### config.mk
export PLATFORM = sky130hd
export DESIGN_NAME = frame_scan_ctrl
export DESIGN_NICKNAME = d
export VERILOG_FILES = /design/src/rtl/frame_scan_ctrl.sv
export SDC_FILE = /design/constraint.sdc
export NUM_CORES = 1
export LEC_CHECK = 0
export ABC_AREA = 1
export BUFFER_PORTS_ARGS = -buffer_cell sky130_fd_sc_hd__buf_2
export CORE_MARGIN = 1
export CORE_UTILIZATION = 49
export CTS_BUF_LIST = sky130_fd_sc_hd__clkbuf_4 sky130_fd_sc_hd__clkbuf_8 sky130_fd_sc_hd__clkbuf_16
export CTS_CLUSTER_SIZE = 12
export DETAILED_ROUTE_END_ITERATION = 6
export PLACE_DENSITY = 0.7
export SLEW_MARGIN = 20
export SYNTH_ARGS = -nofsm -noshare
export SYNTH_HDL_FRONTEND = slang
export SYNTH_SLANG_ARGS = --single-unit
### constraint.sdc
create_clock -name clk -period 6.07 [get_ports clk]
set_clock_uncertainty 0.1 [all_clocks]
set_input_delay 1.214 -clock clk [delete_from_list [all_inputs] [get_ports clk]]
set_output_delay 1.214 -clock clk [all_outputs]
set_load 0.02 [all_outputs]
### src/rtl/frame_scan_ctrl.sv
// frame_scan_ctrl: row-major frame scanner feeding renderer pixels into the frame buffer write port
module frame_scan_ctrl #(
    parameter int WIDTH  = 128,
    parameter int HEIGHT = 160
) (
    input  logic        clk,
    input  logic        rst,
    input  logic        start,
    output logic        busy,
    output logic        frame_start,
    output logic        done,
    output logic [7:0]  ram_addr_x,
    output logic [7:0]  ram_addr_y,
    input  logic [15:0] pix_in,
    output logic        wr_en,
    output logic [14:0] wr_addr,
    output logic [15:0] wr_data,
    input  logic        wr_ready
);
    localparam logic [1:0]  IDLE  = 2'd0;
    localparam logic [1:0]  RUN   = 2'd1;
    localparam logic [1:0]  DRAIN = 2'd2;
    localparam logic [14:0] LAST  = 15'(WIDTH * HEIGHT - 1);
    localparam logic [7:0]  XMAX  = 8'(WIDTH - 1);
    localparam logic [7:0]  YMAX  = 8'(HEIGHT - 1);

    logic [1:0]  state_q, state_d;
    logic        busy_q, busy_d, fs_q, fs_d, done_q, done_d, pend_q, pend_d;
    logic [7:0]  ax_q, ax_d, ay_q, ay_d, ptx_q, pty_q;
    logic        aval_q, aval_d, pval_q, pval_d, en_q, en_d;
    logic [1:0]  occ_q, occ_d, occ_a;
    logic [14:0] b0a_q, b0a_d, b1a_q, b1a_d, new_addr;
    logic [15:0] b0d_q, b0d_d, b1d_q, b1d_d;
    logic        pop, push, room, last_iss, fin;

    assign busy        = busy_q;
    assign frame_start = fs_q;
    assign done        = done_q;
    assign ram_addr_x  = ax_q;
    assign ram_addr_y  = ay_q;
    assign wr_en       = en_q;
    assign wr_addr     = b0a_q;
    assign wr_data     = b0d_q;

    // Output buffer: pop the head on accept, push the returning pixel into the first free slot.
    // A pixel that finds the buffer full is left on pix_in: issue is then blocked, so the
    // renderer keeps presenting it until a slot opens.
    always_comb begin
        pop      = en_q && wr_ready;
        occ_a    = occ_q - {1'b0, pop};
        push     = pval_q && occ_a != 2'd2;
        new_addr = 15'(pty_q) * 15'(WIDTH) + 15'(ptx_q);
        b0a_d    = (push && occ_a == 2'd0) ? new_addr : (pop ? b1a_q : b0a_q);
        b0d_d    = (push && occ_a == 2'd0) ? pix_in : (pop ? b1d_q : b0d_q);
        b1a_d    = (push && occ_a == 2'd1) ? new_addr : b1a_q;
        b1d_d    = (push && occ_a == 2'd1) ? pix_in : b1d_q;
        occ_d    = occ_a + {1'b0, push};
        en_d     = occ_d != 2'd0;
        pval_d   = aval_q || (pval_q && !push);
        room     = !(pval_d && occ_d == 2'd2);
        last_iss = ax_q == XMAX && ay_q == YMAX;
        fin      = pop && b0a_q == LAST;
    end

    // Frame sequencing and address issue; a start seen while busy is remembered in pend.
    always_comb begin
        state_d = state_q;
        ax_d    = ax_q;
        ay_d    = ay_q;
        aval_d  = 1'b0;
        fs_d    = 1'b0;
        done_d  = 1'b0;
        pend_d  = pend_q || (start && state_q != IDLE);
        case (state_q)
            IDLE: if (start || pend_q) begin
                state_d = RUN;
                fs_d    = 1'b1;
                pend_d  = 1'b0;
                aval_d  = 1'b1;
                ax_d    = 8'd0;
                ay_d    = 8'd0;
            end
            RUN: if (last_iss) begin
                state_d = DRAIN;
            end else if (room) begin
                aval_d = 1'b1;
                ax_d   = ax_q == XMAX ? 8'd0 : ax_q + 8'd1;
                ay_d   = ax_q == XMAX ? ay_q + 8'd1 : ay_q;
            end
            DRAIN: if (fin) begin
                state_d = IDLE;
                done_d  = 1'b1;
                ax_d    = 8'd0;
                ay_d    = 8'd0;
            end
            default: state_d = IDLE;
        endcase
        busy_d = state_d != IDLE;
    end

    // State registers; reset discards any partially scanned frame.
    always_ff @(posedge clk or posedge rst) begin
        if (rst) begin
            state_q <= IDLE;
            busy_q  <= 1'b0;
            fs_q    <= 1'b0;
            done_q  <= 1'b0;
            pend_q  <= 1'b0;
            ax_q    <= 8'd0;
            ay_q    <= 8'd0;
            ptx_q   <= 8'd0;
            pty_q   <= 8'd0;
            aval_q  <= 1'b0;
            pval_q  <= 1'b0;
            en_q    <= 1'b0;
            occ_q   <= 2'd0;
            b0a_q   <= 15'd0;
            b0d_q   <= 16'd0;
            b1a_q   <= 15'd0;
            b1d_q   <= 16'd0;
        end else begin
            state_q <= state_d;
            busy_q  <= busy_d;
            fs_q    <= fs_d;
            done_q  <= done_d;
            pend_q  <= pend_d;
            ax_q    <= ax_d;
            ay_q    <= ay_d;
            ptx_q   <= ax_q;
            pty_q   <= ay_q;
            aval_q  <= aval_d;
            pval_q  <= pval_d;
            en_q    <= en_d;
            occ_q   <= occ_d;
            b0a_q   <= b0a_d;
            b0d_q   <= b0d_d;
            b1a_q   <= b1a_d;
            b1d_q   <= b1d_d;
        end
    end
endmodule
==> flow_results.org, run 1 <==
** Global routing
- Overflow after GRT :: 0
- Number of antenna violations at the first check in global routing :: 0
- GRT Overall Usage :: roughly a fifth
- Pin count of the biggest net entering global routing :: 61
- The via count of the first global-routing pass was between 3000 and 4000.
- The first global-routing pass estimated roughly 17000 um of wire.

** Logic synthesis
- Of the post-synthesis cell area, the dominant cell type holds ~55%.
- The Yosys step of the flow raised 0 warnings.
- Count of state elements after synthesis :: 105
- Post-synth top area cell :: sky130_fd_sc_hd__dfrtp_1
- Dominant combinational cell family by area after synthesis :: simple AND/OR/NAND/NOR gates
- Library cell with the highest instance count after synthesis :: sky130_fd_sc_hd__nand2_1
- Most used standard cells in the synthesized netlist :: sky130_fd_sc_hd__nand2_1 (146), sky130_fd_sc_hd__dfrtp_1 (105), sky130_fd_sc_hd__inv_1 (62), sky130_fd_sc_hd__nand3_1 (55), sky130_fd_sc_hd__nor2_1 (33)
- The number of nets handed over by synthesis was around 570.
- Of the total synthesized cell area, the portion taken by AND, OR, NAND and NOR gates is a little over a quarter.
- Post-synthesis async set-or-reset flop share :: between 90% and 100%
- By area the synthesized netlist is led by sky130_fd_sc_hd__dfrtp_1 (55%), sky130_fd_sc_hd__nand2_1 (12%), sky130_fd_sc_hd__nand3_1 (5.8%).
- Post-Synth XOR/XNOR Area :: 0.736%
- Fraction of the mapped netlist area in adder cells :: 1.31%
- Complex-gate fraction of the synthesized area :: between 8 and 9%
- In this run, synthesis inferred 0 flip-flops with an integrated enable.
- Register area share after synthesis :: approximately 55%
- The mapped netlist covers 4760 sq um.
- The netlist uses 34 different library cells.
- After synthesis, the share of cell area in mux cells is 0%.
- Most used DFF post-synth :: sky130_fd_sc_hd__dfrtp_1
- Dividing the synthesized area by the synthesized cell count gives 8.81 sq um.
- Number of instances in the synthesized netlist :: 540

** Power and ir drop
- In this run the static leakage power is 0.00279 uW.
- The analysis attributes to net switching a power of 1090 uW.
- The internal portion of the total power is around 1500 uW.
- Switching fraction of total power :: between 40% and 50%
- VDD sags by at most 0.232 mV.
- Combinational group share of total power :: approximately 39%
- In this run the power density over the cells is a little under 500 nW/um^2.
- Portion of total power attributed to sequential cells :: between 40% and 50%
- Share of power burned in the clock network :: around a fifth

** Finish
- Compared with the post-synthesis result, the final layout area differs by 14.3%.
- Antenna diode count :: 0
- Final #Nets :: between 600 and 700
- The post-route netlist has ~19% of its cells at a drive strength greater than 1.

** Clock tree
- Clock buffers created by TritonCTS :: 9
- For this design, the CTS-stage hold fixing added 0 buffers.
- For the worst-skew pair, the clock arrives at the later sink with an insertion delay of 0.37 ns.
- The clock drives around 110 sinks.
- Post-CTS timing repair inserted 0 buffers for setup.
- Root Buffer Master :: sky130_fd_sc_hd__clkbuf_8
- CTS tree :: done
- Level count of the clock H-tree :: 3
- Resize count post-CTS :: 0
- Clock transition time at the flip-flop clock pins of the worst setup and hold paths :: approximately 0.10 ns
- The clock passes through at most 2 buffers.

** Hold path
- The tightest min-delay check is of the flop to flop type.

** Critical path
- Type of destination of the critical path :: flop
- Worst setup SP type :: input pin
- CP required :: approximately 6.2 ns
- Of all nets on the critical path, the largest fanout is 59.
- The setup path with the least slack is of type input pin to flop.
- Arrival time of data at the critical path endpoint :: 4.08 ns

** Detailed routing
- Wirelength per Cell :: 13.5 um
- The detailed router finished its first iteration with approximately 200 violations.
- Number of nets still failing antenna checks after routing :: 0
- Remaining DRCs :: 0
- Routed wire length :: 9960 um
- Via-to-Cell Ratio :: 5.11
- For this run, the detailed router's first-pass iteration total came to 4.
- For this block, the via count after detailed routing is 3768.

** Place
- Final weighted congestion of routability-driven global placement :: a little under 0.9
- Count of port buffers added during placement :: 70
- Once detailed placement completed, the half-perimeter wirelength came to between 6000 and 7000 um.

** Timing
- Time the final worst path needs with I/O delays and setup :: ~3.9 ns
- Slew @ Worst Pin :: about 0.90 ns
- RSZ-0062 raised after global routing :: no
- The max-slew violation count came to 0.
- Relative slew slack :: between 40% and 50%
- Setup violations remaining at the end of the flow were counted as 0.
- Across all hold checks on the routed design, the worst slack comes to between 0.3 and 0.4 ns.
- Total count of hold-check failures in the final report :: 0
- Setup total negative slack on the finished layout was measured at 0 ns.
- The final critical path takes up between 60 and 70% of the cycle.
- Based on the critical path, the design can be clocked at up to about 260 MHz.

** Outcome
- Result of the run :: complete, no violations

** Die
- The initial utilization of the core area, before any placement, comes to between 50% and 60%.
- The die is just over 100 um tall.
- Number of I/O pins :: 71
- Total Die Area :: ~10000 sq um
- In this run the horizontal extent of the chip is 101 um.
- Std-Cell Rows :: 35
- Core region area :: 9330 sq um

** Job
- Max capacitance violation total :: 0
-- state kept, by name, indices dropped and copies added (netlist names) --
name / flops
ram_addr_x: 8
wr_addr: 15
ptx_q: 8
b1a_q: 15
occ_q: 2
pend_q: 1
frame_start: 1
aval_q: 1
b1d_q: 16
done: 1
ram_addr_y: 8
pty_q: 8
busy: 1
pval_q: 1
wr_data: 16
state_q: 2
wr_en: 1
-- power groups by stage --
stage,clock network [uW],registers [uW],logic [uW]
floorplan,0,1190,670
global placement,0,1090,995
detailed placement,0,1100,1020
CTS,530,1090,1030
global route,557,1120,1160
finish,518,1090,1020
-- routing by layer --
metal / track usage [%] / up-vias / share of wire (%)
met1: 27.7 / 1783 / 45
met4: 9.92 / 0 / 3.2
li1: - / 1877 / -
met3: 3.81 / 22 / 3.1
met5: 0 / - / 0
met2: 34.9 / 86 / 48
-- path summary, 6_finish.rpt --
check	startpoint	to	slack, ns	depth (start not counted)
min in group asynchronous	rst	pend_q	0.80	2
worst max register to register	wr_en	ram_addr_y[6]	2.68	12
worst min-delay path	ram_addr_x[1]	ptx_q[1]	0.37	0
max in group asynchronous	rst	b1d_q[13]	3.95	3
worst max-delay path	wr_ready	ram_addr_y[6]	2.15	13
worst min register to register	ram_addr_x[1]	ptx_q[1]	0.37	0
-- kinds of logic after synthesis --
family / after synthesis
fa+ha+maj: 5
compound gates: 68
flops: 105
xor+xnor: 4
buf+inv: 86
simple gates: 272
-- cell type report --
| cell class | instances | area, sq um |
|---|---|---|
| Multi-Input combinational cell | 349 | 1780 |
| Clock buffer | 10 | 138 |
| Timing Repair Buffer | 72 | 365 |
| Inverter | 66 | 255 |
| Tap cell | 129 | 161 |
| Sequential cell | 105 | 2630 |
| Fill cell | 858 | 3890 |
| Clock inverter | 6 | 114 |
-- worst max-delay path, cell delays in order --
cell and delay, ns:
sky130_fd_sc_hd__buf_2 0.07, sky130_fd_sc_hd__nand2_1 0.09, sky130_fd_sc_hd__inv_2 0.45, sky130_fd_sc_hd__ha_1 0.28, sky130_fd_sc_hd__inv_1 0.05, sky130_fd_sc_hd__nand2_1 0.09
sky130_fd_sc_hd__nand2_2 0.10, sky130_fd_sc_hd__nand2_2 0.67, sky130_fd_sc_hd__nand2_1 0.28, sky130_fd_sc_hd__nand4_4 0.33, sky130_fd_sc_hd__nand4_2 0.26, sky130_fd_sc_hd__nand2_1 0.13
sky130_fd_sc_hd__nand2_1 0.06
-- layout by cell type (no fill, tap or decap), drive strengths merged --
cell      netlist  layout
nor3b           2       2
o21bai          1       1
ha              5       5
nand2         153     153
clkinvlp        0       2
or2             2       2
nand4          14      14
o211ai         27      27
inv            66      67
a31oi           2       2
buf            11      72
nand3b          1       1
nand3          56      56
nor3            6       6
xnor2           2       2
a21oi           6       6
o21ai          32      32
nor2           38      38
xor2            2       2
clkbuf          9      10
dfrtp         105     105
bufinv          0       3
-- metrics by stage --
stage	worst slack, ns	std cells	cell area (sq um)	util, %	total power [uW]
after floorplan	2.00	540	4760	-	1860
after global placement	1.91	721	5190	55.6	2090
after detailed placement	1.77	721	5190	55.6	2130
after CTS	2.17	737	5440	58.3	2650
after global routing	1.84	737	5440	58.3	2830
final	2.15	737	5440	58.3	2630
(Power assumes the default switching activity.)
==> run 2: changes to the inputs <==
ABC_AREA = 0   (was 1)
PLACE_DENSITY = 0.71   (was 0.7)
clock period = 3.9 ns   (was 6.07 ns; I/O delays follow)
==> flow_results.org, run 2 <==
** Timing
- The relative slew slack was 36.9% (was 40.0%).
- Setup TNS :: 0 ns (unchanged)
- Time the final worst path needs with I/O delays and setup :: 2.57 ns
- Part of the cycle the worst path needs :: 65.8%
- The max-slew violation count is 0 (unchanged).
- The final hold violation count came to 0 (unchanged).
- RSZ-0062 raised after global routing :: no (unchanged)
- The final count of negative-setup-slack endpoints was 0 (unchanged).
- Achievable clock frequency :: ~390 MHz
- The worst-margin pin slew was 0.947 ns (was 0.896 ns).

** Hold path
- Cell depth of the worst min-delay path :: 0 (unchanged)
- The classification of the worst-slack hold path is flop to flop (unchanged).

** Die
- Core region area :: 8850 sq um (was 9330 sq um)
- Vertical die dimension :: 98.1 um (was 101 um)
- The die span in x is 98.1 um (was 101 um).
- Number of I/O pins :: 71 (unchanged)
- Total Die Area :: 9630 sq um (was 10100 sq um)
- Std-Cell Rows :: 34 (was 35)
- Starting utilization of the core area :: 51.2% (was 51.0%)

** Logic synthesis
- The commonest register cell after synthesis is sky130_fd_sc_hd__dfrtp_1 (unchanged).
- The simple-gate portion of the synthesized area came to 12.0% (was 26.5%).
- Post-synth EDFFs :: 0 (unchanged)
- Post-synth top area cell :: sky130_fd_sc_hd__dfrtp_1 (unchanged)
- Library cell with the highest instance count after synthesis :: sky130_fd_sc_hd__dfrtp_1 (was sky130_fd_sc_hd__nand2_1)
- Top post-synthesis cells by area: sky130_fd_sc_hd__dfrtp_1 (58%), sky130_fd_sc_hd__mux2_2 (8.0%), sky130_fd_sc_hd__mux2i_1 (6.4%) (was sky130_fd_sc_hd__dfrtp_1 (55%), sky130_fd_sc_hd__nand2_1 (12%), sky130_fd_sc_hd__nand3_1 (5.8%)).
- The post-synthesis instance area was 4530 sq um (was 4760 sq um).
- Fraction of the mapped netlist area in adder cells :: 1.38% (was 1.31%)
- The flip-flop and latch count after synthesis is 105 (unchanged).
- Mux cell area share after synthesis :: 14.4% (was 0%)
- The area share of the leading cell type in the synthesized netlist came to 58.0% (was 55.2%).
- The share of the synthesized area in compound gates (AO/OA/AOI/OAI) was 9.67% (was 8.84%).
- The sequential-to-total area share from yosys stat is 58.0% (was 55.2%).
- Post-Synth XOR/XNOR Area :: 1.96% (was 0.736%)
- The synthesis warning total was 0 (unchanged).
- Most used standard cells in the synthesized netlist: sky130_fd_sc_hd__dfrtp_1 (105), sky130_fd_sc_hd__nor2_1 (40), sky130_fd_sc_hd__a21oi_1 (34), sky130_fd_sc_hd__mux2_2 (32), sky130_fd_sc_hd__mux2i_1 (29) (was sky130_fd_sc_hd__nand2_1 (146), sky130_fd_sc_hd__dfrtp_1 (105), sky130_fd_sc_hd__inv_1 (62), sky130_fd_sc_hd__nand3_1 (55), sky130_fd_sc_hd__nor2_1 (33)).
- Post-synthesis async set-or-reset flop share :: 100% (unchanged)
- The number of instances in the synthesized netlist was 390 (was 540).
- Dominant combinational cell family by area after synthesis :: multiplexers (was simple AND/OR/NAND/NOR gates)
- The mean instance size in the synthesized netlist came to 11.6 sq um (was 8.81 sq um).
- The number of distinct library cells after synthesis came to 44 (was 34).
- Synthesized netlist net count :: 415 (was 565)

** Place
- Detailed placer's ending HPWL :: 6270 um (was 6870 um)
- The final RePlAce weighted congestion came to 0.857 (was 0.880).
- The count of input and output buffers was 70 (unchanged).

** Clock tree
- The clock latency of the later-clocked register in the worst-skew pair came to 0.35 ns (was 0.37 ns).
- The maximum clock path buffer count is 2 (unchanged).
- Level count of the clock H-tree :: 3 (unchanged)
- Number of buffers inserted by post-CTS setup repair :: 0 (unchanged)
- Resize count post-CTS :: 0 (unchanged)
- The number of sinks handled by clock tree synthesis came to 105 (unchanged).
- Clock transition time at the flip-flop clock pins of the worst setup and hold paths :: 0.09 ns (was 0.10 ns)
- Total of hold buffers inserted after clock tree synthesis :: 0 (unchanged)
- Root Buffer Master :: sky130_fd_sc_hd__clkbuf_8 (unchanged)
- CTS tree :: done (unchanged)
- Clock buffers created by TritonCTS :: 9 (unchanged)

** Outcome
- Violations in the final reports :: DRC
- Result of the run :: complete, but fails checks (was complete, no violations)

** Critical path
- Worst setup SP type :: input pin (unchanged)
- The kind of end point of the critical path is a flop (unchanged).
- The type of the worst setup path is input pin to flop (unchanged).
- The family of cells with the greatest summed delay on the critical path was compound AO/OA/AOI/OAI gates (was simple AND/OR/NAND/NOR gates).
- FF-to-FF path depth :: 6 (was 12)
- Max stage delay on crit path :: 0.49 ns (was 0.67 ns)
- Chain of cells forming the critical path :: buf_2 > nand2_2 > inv_1 > ha_1 > xnor2_4 > mux2i_1 > a211o_1 > and2_4 > o32a_1 (was buf_2 > nand2_1 > inv_2 > ha_1 > inv_1 > nand2_1 > nand2_2 > nand2_2 > nand2_1 > nand4_4 > nand4_2 > nand2_1 > nand2_1)
- The critical path buffer and inverter count was 2 (was 3).
- CP required :: 4.04 ns (was 6.23 ns)
- Critical path's slowest cell :: sky130_fd_sc_hd__a211o_1 (was sky130_fd_sc_hd__nand2_2)
- Arrival time of data at the critical path endpoint :: 2.71 ns (was 4.08 ns)
- Highest net fanout along the worst path :: 18 (was 59)
- The logic depth of the worst setup path including buffers came to 9 (was 13).

** Job
- The reported max-cap violation count was 0 (unchanged).

** Power and ir drop
- Share of power burned in the clock network :: 15.7% (was 19.7%)
- The ratio of total power to cell area came to 864 nW/um^2 (was 484 nW/um^2).
- Combinational group share of total power :: 42.9% (was 38.9%)
- Switching fraction of total power :: 39.6% (was 41.4%)
- Switching power total :: 1780 uW (was 1090 uW)
- The maximum resistive drop on vdd is 0.339 mV (was 0.232 mV).
- Static Leakage :: 0.00249 uW (was 0.00279 uW)
- The internal power contribution is 2720 uW (was 1540 uW).
- Portion of total power attributed to sequential cells :: 41.4% (about the same)

** Detailed routing
- Via-to-Cell Ratio :: 5.55 (was 5.11)
- The vias after detailed routing is 3165 (was 3768).
- First-pass detailed-route iteration total :: 7 (was 4)
- Remaining DRCs :: 10 (was 0)
- The average routed wire per standard cell is 16.0 um (was 13.5 um).
- Routed wire length :: 9140 um (was 9960 um)
- The number of violations reported at the end of detailed-routing iteration 0 came to 94 (was 197).
- Number of nets still failing antenna checks after routing :: 0 (unchanged)

** Finish
- The number of nets in the finished design came to 484 (was 628).
- The count of inserted antenna diode cells is 0 (unchanged).
- Layout area overhead :: 14.8% (was 14.3%)
- Most common library cell in the layout ignoring fill and taps :: sky130_fd_sc_hd__dfrtp_1 (was sky130_fd_sc_hd__nand2_1)
- The fraction of final layout cells with drive strength greater than 1 is 27.9% (was 18.6%).
- The core occupancy in the finished layout was 58.8% (was 58.3%).
- Leading cell types in the layout, fill and taps excluded: sky130_fd_sc_hd__dfrtp_1 (105), sky130_fd_sc_hd__buf_2 (70), sky130_fd_sc_hd__nor2_1 (40) (was sky130_fd_sc_hd__nand2_1 (145), sky130_fd_sc_hd__dfrtp_1 (105), sky130_fd_sc_hd__buf_2 (70)).

** Global routing
- GRT Overall Usage :: 20.0% (was 21.3%)
- Number of antenna violations at the first check in global routing :: 0 (unchanged)
- Pin count of the biggest net entering global routing :: 79 (was 61)
- The total overflow reported by the global router was 0 (unchanged).
- The first-pass GRT wire length was 15200 um (was 16800 um).
- Number of global-route vias before repair :: 3055 (was 3560)
[run 2: cell types whose count changed after synthesis, sizes merged, moves of 4 or more]
cell	previous run	this run
mux2i	0	29
nor2b	0	4
a21oi	6	34
and3	0	7
xnor2	2	6
nand4	14	6
o22a	0	5
o211ai	27	2
nand2	153	23
mux2	0	32
o21ai	32	15
inv	66	10
nand3	56	12
[run 2: worst register-to-register path, cell delays in order, from the launching register on]
cell and delay [ns]:
sky130_fd_sc_hd__dfrtp_1 0.48, sky130_fd_sc_hd__ha_1 0.28, sky130_fd_sc_hd__and4_1 0.27, sky130_fd_sc_hd__and4_4 0.19
sky130_fd_sc_hd__a211o_1 0.50, sky130_fd_sc_hd__and2_4 0.28, sky130_fd_sc_hd__o32a_1 0.35
[run 2: through the flow]
stage          total power (uW)  setup slack [ns]  instances  cell area, sq um  hold slack (ns)
6_report                   4490              1.33        570              5200            0.382
5_1_grt                    4830              1.21        570              5200            0.395
4_1_cts                    4540              1.34        570              5200            0.375
3_5_place_dp               3830             0.960        556              5000            0.353
3_3_place_gp               3750             0.987        556              5000            0.364
2_1_floorplan              3270             0.259        390              4530            0.361
[run 2: layout make-up]
type,instances,area [sq um]
Fill cell,758,3650
Clock inverter,5,81.3
Sequential cell,105,2630
Multi-Input combinational cell,258,1790
Clock buffer,9,124
Tap cell,108,135
Inverter,10,40.0
Timing Repair Buffer,75,400
[run 2: final timing paths]
kind | end | start | slack [ns]
max | ram_addr_y[7] | wr_ready | 1.33
min | pty_q[7] | ram_addr_y[7] | 0.38
max reg2reg | ram_addr_y[7] | ram_addr_x[0] | 1.34
min reg2reg | pty_q[7] | ram_addr_y[7] | 0.38
max in group asynchronous | state_q[1] | rst | 2.38
min in group asynchronous | wr_data[3] | rst | 0.53
[run 2: cells by family after synthesis]
group | count (synthesis)
muxes | 61
xor gates and xnor gates | 8
DFF | 105
AOI/OAI and AO/OA | 72
adders and majority gates | 5
and+or+nand+nor | 112
buffers and inverters | 27
[run 2: power by group through the flow]
stage	Sequential, uW	Combinational [uW]	Clock, uW
3_5_place_dp	1890	1940	0
6_report	1860	1930	706
5_1_grt	1930	2140	763
2_1_floorplan	2050	1220	0
3_3_place_gp	1860	1890	0
4_1_cts	1870	1940	723
[run 2: metal layers]
metal	up-vias	share of wire (%)	global-route usage, %
li1	1524	-	-
met1	1543	46	28.3
met2	93	48	32.3
met3	5	5.0	3.58
met4	0	0.54	4.82
met5	-	0	0
==> run 3: changes to the inputs <==
clock period = 2.6 ns   (was 3.9 ns; I/O delays follow)
==> flow_results.org, run 3 (synthesis results as in run 2) <==
** Clock tree
- The clock buffer count from CTS was 9 (unchanged).
- Level count of the clock H-tree :: 3 (unchanged)
- The clock tree from TritonCTS is done (unchanged).
- The clock latency of the later-clocked register in the worst-skew pair is 0.36 ns (was 0.35 ns).
- The clock transition time at the flip-flop clock pins of the worst setup and hold paths is 0.10 ns (was 0.09 ns).
- Total of hold buffers inserted after clock tree synthesis :: 0 (unchanged)
- Root Buffer Master :: sky130_fd_sc_hd__clkbuf_8 (unchanged)
- Number of buffers inserted by post-CTS setup repair :: 0 (unchanged)
- Deepest clock path buffer count :: 2 (unchanged)
- Resize count post-CTS :: 0 (unchanged)
- The number of sinks handled by clock tree synthesis is 105 (unchanged).

** Die
- Vertical die dimension :: 98.1 um (unchanged)
- The die area came to 9630 sq um (unchanged).
- Starting utilization of the core area :: 51.2% (unchanged)
- The die span in x came to 98.1 um (unchanged).
- The row count came to 34 (unchanged).
- Core region area :: 8850 sq um (unchanged)
- Number of I/O pins :: 71 (unchanged)

** Detailed routing
- Number of nets still failing antenna checks after routing :: 0 (unchanged)
- Via-to-Cell Ratio :: 5.61 (was 5.55)
- The total wire length after detailed routing is 9020 um (was 9140 um).
- The vias after detailed routing was 3248 (was 3165).
- The number of DRC violations after detailed routing came to 10 (unchanged).
- First-pass detailed-route iteration total :: 7 (unchanged)
- Wirelength per Cell :: 15.6 um (was 16.0 um)
- Initial DRC Count :: 127 (was 94)

** Timing
- The relative slew slack is 56.5% (was 36.9%).
- Total count of hold-check failures in the final report :: 0 (unchanged)
- Slew @ Worst Pin :: 0.652 ns (was 0.947 ns)
- Based on the critical path, the design can be clocked at up to ~420 MHz.
- The final count of negative-setup-slack endpoints was 0 (unchanged).
- Setup TNS :: 0 ns (unchanged)
- Time the final worst path needs with I/O delays and setup :: 2.36 ns
- Max-slew violation count :: 0 (unchanged)
- RSZ-0062 raised after global routing :: no (unchanged)
- Part of the cycle the worst path needs :: 90.6%

** Power and ir drop
- The total power consumption of the routed design was 6700 uW (was 4490 uW).
- Power Dens Cells :: 1270 nW/um^2 (was 864 nW/um^2)
- IR Drop Worst-Case VDD :: 0.618 mV (was 0.339 mV)
- The leakage dissipation is 0.00252 uW (was 0.00249 uW).

** Critical path
- Critical path's slowest cell :: sky130_fd_sc_hd__dfrtp_1 (was sky130_fd_sc_hd__a211o_1)
- CP required :: 2.77 ns (was 4.04 ns)
- Chain of cells forming the critical path: ha_1 > and4_1 > and4_4 > a211o_1 > buf_4 > or3_1 > o21ai_0 (was buf_2 > nand2_2 > inv_1 > ha_1 > xnor2_4 > mux2i_1 > a211o_1 > and2_4 > o32a_1).
- Max stage delay on crit path :: 0.45 ns (was 0.49 ns)
- The data arrival time at the worst-slack endpoint is 2.53 ns (was 2.71 ns).
- The kind of end point of the critical path is a flop (unchanged).
- Worst setup SP type :: flop (was input pin)
- The type of the worst setup path was flop to flop (was input pin to flop).
- Highest net fanout along the worst path :: 11 (was 18)

** Finish
- Most common library cell in the layout ignoring fill and taps :: sky130_fd_sc_hd__dfrtp_1 (unchanged)
- Antenna diode count :: 0 (unchanged)
- The fraction of final layout cells with drive strength greater than 1 was 29.5% (was 27.9%).
- Final #Nets :: 491 (was 484)
- Layout area overhead :: 16.4% (was 14.8%)
- Leading cell types in the layout, fill and taps excluded: sky130_fd_sc_hd__dfrtp_1 (105), sky130_fd_sc_hd__buf_2 (70), sky130_fd_sc_hd__nor2_1 (40) (unchanged).

** Hold path
- Path class of the lowest-slack min-delay path :: input pin to async pin (was flop to flop)

** Job
- Max capacitance violation total :: 0 (unchanged)

** Global routing
- GRT Overall Usage :: 20.1% (was 20.0%)
- Overflow after GRT :: 0 (unchanged)
- The largest net degree at the start of global routing was 63 (was 79).
- The first-pass GRT wire length is 15200 um (about the same).
- Number of antenna violations at the first check in global routing :: 0 (unchanged)
- Number of global-route vias before repair :: 3049 (was 3055)

** Place
- Detailed placer's ending HPWL :: 6130 um (was 6270 um)
- Count of port buffers added during placement :: 70 (unchanged)
- Final weighted congestion of routability-driven global placement :: 0.866 (was 0.857)

** Outcome
- Violations in the final reports :: DRC (unchanged)
- Result of the run: complete, but fails checks (unchanged).
## run 3: per-stage QoR
stage	utilization [%]	hold WS [ns]	std cells	setup slack [ns]	cell area (sq um)
2_1_floorplan	-	0.361	390	0.0203	4560
3_3_place_gp	57.6	0.355	563	0.178	5090
3_5_place_dp	57.6	0.356	563	0.142	5090
4_1_cts	59.6	0.148	579	0.273	5270
5_1_grt	59.6	0.170	579	0.144	5270
6_report	59.6	0.134	579	0.243	5270
## run 3: final timing paths
kind / from / end / slack (ns) / cells past startpoint
min in group clk: pix_in[1] / b1d_q[1] / 0.30 / 2
max reg2reg: ram_addr_y[1] / ram_addr_y[0] / 0.24 / 7
min reg2reg: ram_addr_y[7] / pty_q[7] / 0.38 / 0
max: ram_addr_y[1] / ram_addr_y[0] / 0.24 / 7
min: rst / b1d_q[1] / 0.13 / 2
max in group asynchronous: rst / b1a_q[13] / 1.63 / 3
## run 3: final cells by class
type                       count  area [sq um]
timing repair buffer          82           490
fill                         758          3580
inverter                      10          41.3
multi-input combinational    258          1800
sequential                   105          2630
tap                          108           135
clock inverter                 5          38.8
clock buffer                  11           139
## run 3: layer usage
metal / wire length (um) / up-vias / track usage (%)
met1: 4190 / 1583 / 29.3
li1: - / 1542 / -
met3: 542 / 11 / 3.15
met2: 4150 / 112 / 30.4
met4: 146 / 0 / 7.92
met5: 0 / - / 0
## run 3: power breakdown
group | switching (uW) | internal (uW) | total, uW
combinational | 1690 | 1330 | 3030
clock | 551 | 378 | 929
sequential | 442 | 2300 | 2750
total | 2690 | 4010 | 6700
## run 3: worst max-delay path: cells and delay by family, from the launching register on
family          cells  cell delay, ns
fa+ha+maj           1            0.26
buf+inv             1            0.22
flops               1            0.45
simple gates        3            0.76
compound gates      2            0.49
